<file path="src/rtl/cpu_ifetch_queue_pkg.sv">
// Shared definitions for the instruction prefetch queue: default reset PC,
// FSM state encodings, FIFO entry layout and an address alignment helper.
package cpu_ifetch_queue_pkg;

    localparam logic [31:0] IFQ_RESET_PC = 32'h0000_1000;

    typedef enum logic [1:0] {
        IFQ_IDLE    = 2'd0,
        IFQ_REQ     = 2'd1,
        IFQ_DISCARD = 2'd2
    } ifq_state_e;

    typedef struct packed {
        logic [31:0] addr;
        logic [31:0] data;
    } ifq_entry_t;

    function automatic logic [31:0] word_align(input logic [31:0] a);
        return {a[31:2], 2'b00};
    endfunction

endpackage

</file>
<file path="src/rtl/cpu_ifq_fifo.sv">
// Generic synchronous FIFO of 64-bit entries; clear outranks push and pop.
module cpu_ifq_fifo #(
    parameter int DEPTH = 4
) (
    input  logic                     clk,
    input  logic                     rst,
    input  logic                     push,
    input  logic                     pop,
    input  logic                     clear,
    input  logic [63:0]              din,
    output logic [63:0]              dout,
    output logic [$clog2(DEPTH):0]   count,
    output logic                     full,
    output logic                     empty
);
    localparam int AW = $clog2(DEPTH);
    localparam int CW = AW + 1;

    logic [DEPTH-1:0][63:0] mem;
    logic [AW-1:0]          rptr;
    logic [AW-1:0]          wptr;
    logic                   do_push;
    logic                   do_pop;

    assign do_push = push && !full && !clear;
    assign do_pop  = pop && !empty && !clear;
    assign full    = (count == CW'(DEPTH));
    assign empty   = (count == '0);
    assign dout    = mem[rptr];

    always_ff @(posedge clk or posedge rst) begin
        if (rst) begin
            mem   <= '0;
            rptr  <= '0;
            wptr  <= '0;
            count <= '0;
        end else if (clear) begin
            rptr  <= '0;
            wptr  <= '0;
            count <= '0;
        end else begin
            if (do_push) begin
                mem[wptr] <= din;
                wptr      <= wptr + AW'(1);
            end
            if (do_pop)
                rptr <= rptr + AW'(1);
            count <= count + CW'(do_push) - CW'(do_pop);
        end
    end

endmodule

</file>
<file path="src/rtl/cpu_ifetch_queue.sv">
// Instruction prefetch queue: sequential classic-Wishbone reads buffered in a
// FIFO of {addr, data}, popped by the fetch stage, redirected by flush.
module cpu_ifetch_queue
    import cpu_ifetch_queue_pkg::*;
#(
    parameter int          DEPTH    = 4,
    parameter logic [31:0] RESET_PC = IFQ_RESET_PC
) (
    input  logic        clk_i,
    input  logic        rst_i,
    output logic [31:0] wb_adr_o,
    input  logic [31:0] wb_dat_i,
    output logic        wb_cyc_o,
    output logic        wb_stb_o,
    input  logic        wb_ack_i,
    input  logic        flush_i,
    input  logic [31:0] flush_addr_i,
    output logic        valid_o,
    input  logic        ready_i,
    output logic [31:0] word_o,
    output logic [31:0] word_addr_o
);
    localparam int          CW       = $clog2(DEPTH) + 1;
    localparam logic [31:0] START_PC = {RESET_PC[31:2], 2'b00};

    ifq_state_e    state;
    logic [31:0]   fa;
    logic [31:0]   fa_n;
    logic [CW-1:0] count;
    logic [CW-1:0] count_n;
    logic          full;
    logic          empty;
    logic          push;
    logic          pop;
    logic          room;
    ifq_entry_t    ent_in;
    ifq_entry_t    ent_out;

    assign push    = (state == IFQ_REQ) && wb_ack_i && !flush_i && !full;
    assign pop     = valid_o && ready_i;
    assign count_n = flush_i ? '0 : count + CW'(push) - CW'(pop);
    // A request is only issued when a slot is guaranteed for its data.
    assign room    = (count_n < CW'(DEPTH));

    assign ent_in      = '{addr: fa, data: wb_dat_i};
    assign valid_o     = !empty;
    assign word_o      = ent_out.data;
    assign word_addr_o = ent_out.addr;
    assign wb_cyc_o    = wb_stb_o;

    always_comb begin
        fa_n = fa;
        if (flush_i)
            fa_n = word_align(flush_addr_i);
        else if (push)
            fa_n = fa + 32'd4;
    end

    cpu_ifq_fifo #(.DEPTH(DEPTH)) u_fifo (
        .clk   (clk_i),
        .rst   (rst_i),
        .push  (push),
        .pop   (pop),
        .clear (flush_i),
        .din   (ent_in),
        .dout  (ent_out),
        .count (count),
        .full  (full),
        .empty (empty)
    );

    // DISCARD keeps stb and adr steady until the stale ack arrives.
    always_ff @(posedge clk_i or posedge rst_i) begin
        if (rst_i) begin
            state    <= IFQ_IDLE;
            fa       <= START_PC;
            wb_adr_o <= START_PC;
            wb_stb_o <= 1'b0;
        end else begin
            fa <= fa_n;
            case (state)
                IFQ_IDLE: begin
                    if (room) begin
                        state    <= IFQ_REQ;
                        wb_stb_o <= 1'b1;
                        wb_adr_o <= fa_n;
                    end
                end
                IFQ_REQ: begin
                    if (wb_ack_i) begin
                        if (room) begin
                            wb_adr_o <= fa_n;
                        end else begin
                            state    <= IFQ_IDLE;
                            wb_stb_o <= 1'b0;
                        end
                    end else if (flush_i) begin
                        state <= IFQ_DISCARD;
                    end
                end
                IFQ_DISCARD: begin
                    if (wb_ack_i) begin
                        state    <= IFQ_REQ;
                        wb_adr_o <= fa_n;
                    end
                end
                default: begin
                    state    <= IFQ_IDLE;
                    wb_stb_o <= 1'b0;
                end
            endcase
        end
    end

endmodule

</file>
<file path="config.mk">
export PLATFORM = sky130hd
export DESIGN_NAME = cpu_ifetch_queue
export DESIGN_NICKNAME = d
export VERILOG_FILES = /design/src/rtl/cpu_ifetch_queue_pkg.sv /design/src/rtl/cpu_ifq_fifo.sv /design/src/rtl/cpu_ifetch_queue.sv
export SDC_FILE = /design/constraint.sdc
export NUM_CORES = 1
export LEC_CHECK = 0
export CAP_MARGIN = 20
export CORE_MARGIN = 8
export CORE_UTILIZATION = 50
export CTS_CLUSTER_SIZE = 12
export DETAILED_ROUTE_END_ITERATION = 12
export PLACE_DENSITY = 0.84
export SYNTH_ARGS = -nofsm -noshare
export SYNTH_HDL_FRONTEND = slang
export SYNTH_SLANG_ARGS = --single-unit
</file>
<file path="constraint.sdc">
create_clock -name clk_i -period 13.05 [get_ports clk_i]
set_input_delay 3.915 -clock clk_i [delete_from_list [all_inputs] [get_ports clk_i]]
set_output_delay 3.915 -clock clk_i [all_outputs]
set_load 0.01 [all_outputs]
</file>
==> metrics.yaml <==
global_route:
  track_usage_pct: 18.9
  grt_pass1_wl_um: 55400
  grt_pass1_vias: 10100
  antenna_found_initial: 0
  grt_max_degree: 77
  grt-ovfl-total: 0
run_status:
  status: "finished, final reports clean"
sta:
  slew_violations: 0
  fin_crit_ps: 7100
  setup_viol_count_final: 0
  finalHoldViolCount: 0
  finClkSkew_ps: 21.9
  holdWs_ps: 480
  finalCritPeriodShare_pct: 54.4
  max_freq_mhz: 141
  worstMarginPinSlew_ps: 1060
  grt_setup_unrepaired: "no"
  slew_headroom_pct: 29.1
  tns_ps: 0
synthesis:
  ys_types: 57
  synth.avg_cell_area_um2: 14.8
  netlist_area_um2: 15100
  async_flop_share_pct: 100
  synthFlopType: "dfrtp_1"
  yosys_warnings: 0
  syn-num-nets: 1097
  seq_area_frac_synth_pct: 54.7
  synth_edf_count: 0
  ys_ff_latch: 330
  synth_cells: 1018
critical_path:
  cp_cell_sequence: "buf_4 -> mux4_2 -> clkdlybuf4s50_1"
  crit_type: "register to output pin"
  worstPathRequired_ps: 9130
  r2r-start: "u_fifo.count[1]"
  critPathSlowestCell: "buf_4"
  rr_worst_depth: 10
  critical-path-max-stage-delay_ps: 780
  rrSetupSlack_ps: 9980
  r2r_end: "wb_adr_o[8]"
  path_delay_family: "buffers and inverters"
  cp-start-kind: "register"
  critPathCaptureType: "output pin"
  crit_fanout: 45
  cp_num_buf_inv: 2
  worst_ep_arrival_time_ps: 3190
worst_hold_path:
  hp-start: "u_fifo.mem[125]"
  hold_end: "u_fifo.mem[125]"
  whs_path_depth: 1
  hold_path.class: "register to register"
cts:
  cts.sinks: 330
  cts_tree: "built"
  ctsHoldBuffers: 0
  postCtsSetupBuffers: 0
  cts_resized: 0
  cts_buffer_depth: 3
  worst_skew_pair.late_latency_ps: 520
  clkSlewWorstSetupHoldPaths_ps: 60
  htreeDepth: 2
  cts_made_buffers: 36
  root_buffer: "clkbuf_16"
cells_and_area:
  synthToLayoutAreaGrowth_pct: 19.4
  nets: 1237
  drive_gt1_share_pct: 31.6
  multiInputGateArea_um2: 6280
  diodes: 0
  register_area_um2: 8270
  n_fill_cell: 2209
  utilization_pct: 60.7
placement:
  port_buffers: 165
  dp_hpwl_um: 20900
  place_congestion: 0.815
routing:
  ant_nets: 0
  dr.pass1.iters: 5
  route.detailed.drc: 0
  post_drt_wl_per_cell_um: 21.3
  vias_per_cell: 5.85
  num_vias: 9171
  finalWirelength_um: 33500
  drt_iter0_markers: 479
power:
  ir_drop_mv: 0.123
  p_per_area_nw_per_um2: 220
  p_leak_uw: 0.00781
die:
  die_h_um: 190
  placementRows: 63
  core_um2: 29700
  dieArea_um2: 36000
  io_pins: 168
  start_util_pct: 50.8
  dieWidth_um: 190
job:
  cap_violations: 0
==> synthesized netlist by cell type, types with 2 or more instances <==
cell type / number / share of area (%)
a311oi_1: 6 / 0.35
nand2_1: 31 / 0.77
a22oi_1: 3 / 0.15
a221o_1: 7 / 0.46
and3_1: 7 / 0.29
buf_4: 2 / 0.099
a31oi_1: 5 / 0.21
a21oi_1: 6 / 0.20
nand2b_1: 3 / 0.12
xnor2_1: 9 / 0.52
o21ai_0: 16 / 0.53
buf_6: 25 / 1.9
mux2_2: 224 / 17
and2_1: 9 / 0.37
mux4_2: 64 / 9.5
inv_1: 21 / 0.52
nor2b_1: 10 / 0.41
o311ai_0: 2 / 0.12
dfrtp_1: 328 / 54
buf_1: 8 / 0.20
clkbuf_1: 21 / 0.52
buf_2: 18 / 0.60
dfstp_2: 2 / 0.35
o211ai_1: 3 / 0.15
nor4_4: 2 / 0.28
or4_1: 3 / 0.15
ha_1: 9 / 0.75
a211o_1: 5 / 0.29
and4_1: 6 / 0.35
xor2_1: 4 / 0.23
mux2_1: 63 / 4.7
mux2i_1: 2 / 0.13
nand4_1: 14 / 0.58
a41oi_1: 2 / 0.12
nor3_1: 13 / 0.43
nand3_1: 12 / 0.40
nor2_1: 23 / 0.57
or3_1: 4 / 0.17
nor4_1: 8 / 0.33
==> worst register-to-register path: stages (launching register included) <==
cell	delay (ps)
dfrtp_1	460
or3_1	410
and2_1	220
ha_1	200
inv_1	60
ha_1	230
a41oi_2	180
xor2_1	460
a21oi_4	170
buf_12	210
mux2_1	340
==> metal layers <==
layer | part of all wire (%) | vias up | routed length [µm] | GRT usage [%]
met3 | 6.2 | 63 | 2080 | 3.95
met1 | 44 | 4778 | 14800 | 25.9
met2 | 47 | 287 | 15900 | 30.1
met4 | 2.4 | 0 | 795 | 5.89
li1 | - | 4043 | - | -
met5 | 0 | - | 0 | 0
==> worst max path at each step <==
stage / from / to / slack, ps / cells past startpoint
after global placement: ready_i / wb_adr_o[29] / 6090 / 9
final: u_fifo.rptr[0] / word_addr_o[15] / 5950 / 3
after floorplan: rst_i / fa[0] / 4730 / 1
after detailed placement: ready_i / wb_adr_o[29] / 6020 / 9
after global routing: u_fifo.rptr[0] / word_addr_o[13] / 5750 / 3
after CTS: u_fifo.rptr[0] / word_addr_o[14] / 5830 / 3
==> layout make-up <==
| cell class | count | area share, % |
|---|---|---|
| clock inverter | 7 | 0.257 |
| sequential | 330 | 45.8 |
| inverter | 22 | 0.479 |
| timing repair buffer | 177 | 9.81 |
| tap | 390 | 2.70 |
| clock buffer | 52 | 6.12 |
| multi-input combinational | 591 | 34.8 |
==> metrics by stage <==
step                std cells  area, µm²  power (µW)  setup slack, ps
global placement         1508      16800        2940             6090
CTS                      1567      18000        4010             5830
global route             1569      18000        4190             5750
finish                   1569      18000        3970             5950
detailed placement       1508      16800        3000             6020
floorplan                1018      15100        2380             4730
==> flip-flops by register name, summed over array words and instances (netlist names) <==
register	count
u_fifo.wptr	2
state	2
u_fifo.mem	256
wb_cyc_o	1
fa	32
u_fifo.count	3
u_fifo.rptr	2
wb_adr_o	32
==> cell usage in the layout, fill, tap and decap left out, types with 7 or more instances in the layout <==
master / instances
dfrtp_1: 326
mux2_2: 224
clkdlybuf4s50_1: 164
mux4_2: 64
mux2_1: 63
clkbuf_16: 38
nand2_1: 31
nor2_1: 23
inv_1: 20
o21ai_0: 16
nand4_1: 14
nor3_1: 13
nand3_1: 12
nor2b_1: 10
clkbuf_8: 10
buf_4: 10
xnor2_1: 9
ha_1: 9
nor4_1: 8
and3_1: 7
a221o_1: 7
==> kinds of logic after synthesis <==
family	count (synthesis)	share of synthesized area (%)
AND/OR/NAND/NOR	153	5.69
buffers and inverters	97	3.86
XOR/XNOR	13	0.754
AO/OA/AOI/OAI	61	2.97
flip-flops	330	54.7
adder cells (fa/ha/maj)	10	0.878
multiplexers	354	31.2
==> report_power, final <==
| group | switching, µW | internal, µW |
|---|---|---|
| registers | 218 | 1360 |
| clock network | 403 | 584 |
| logic | 542 | 857 |
| total | 1160 | 2800 |
(Power assumes the default switching activity.)
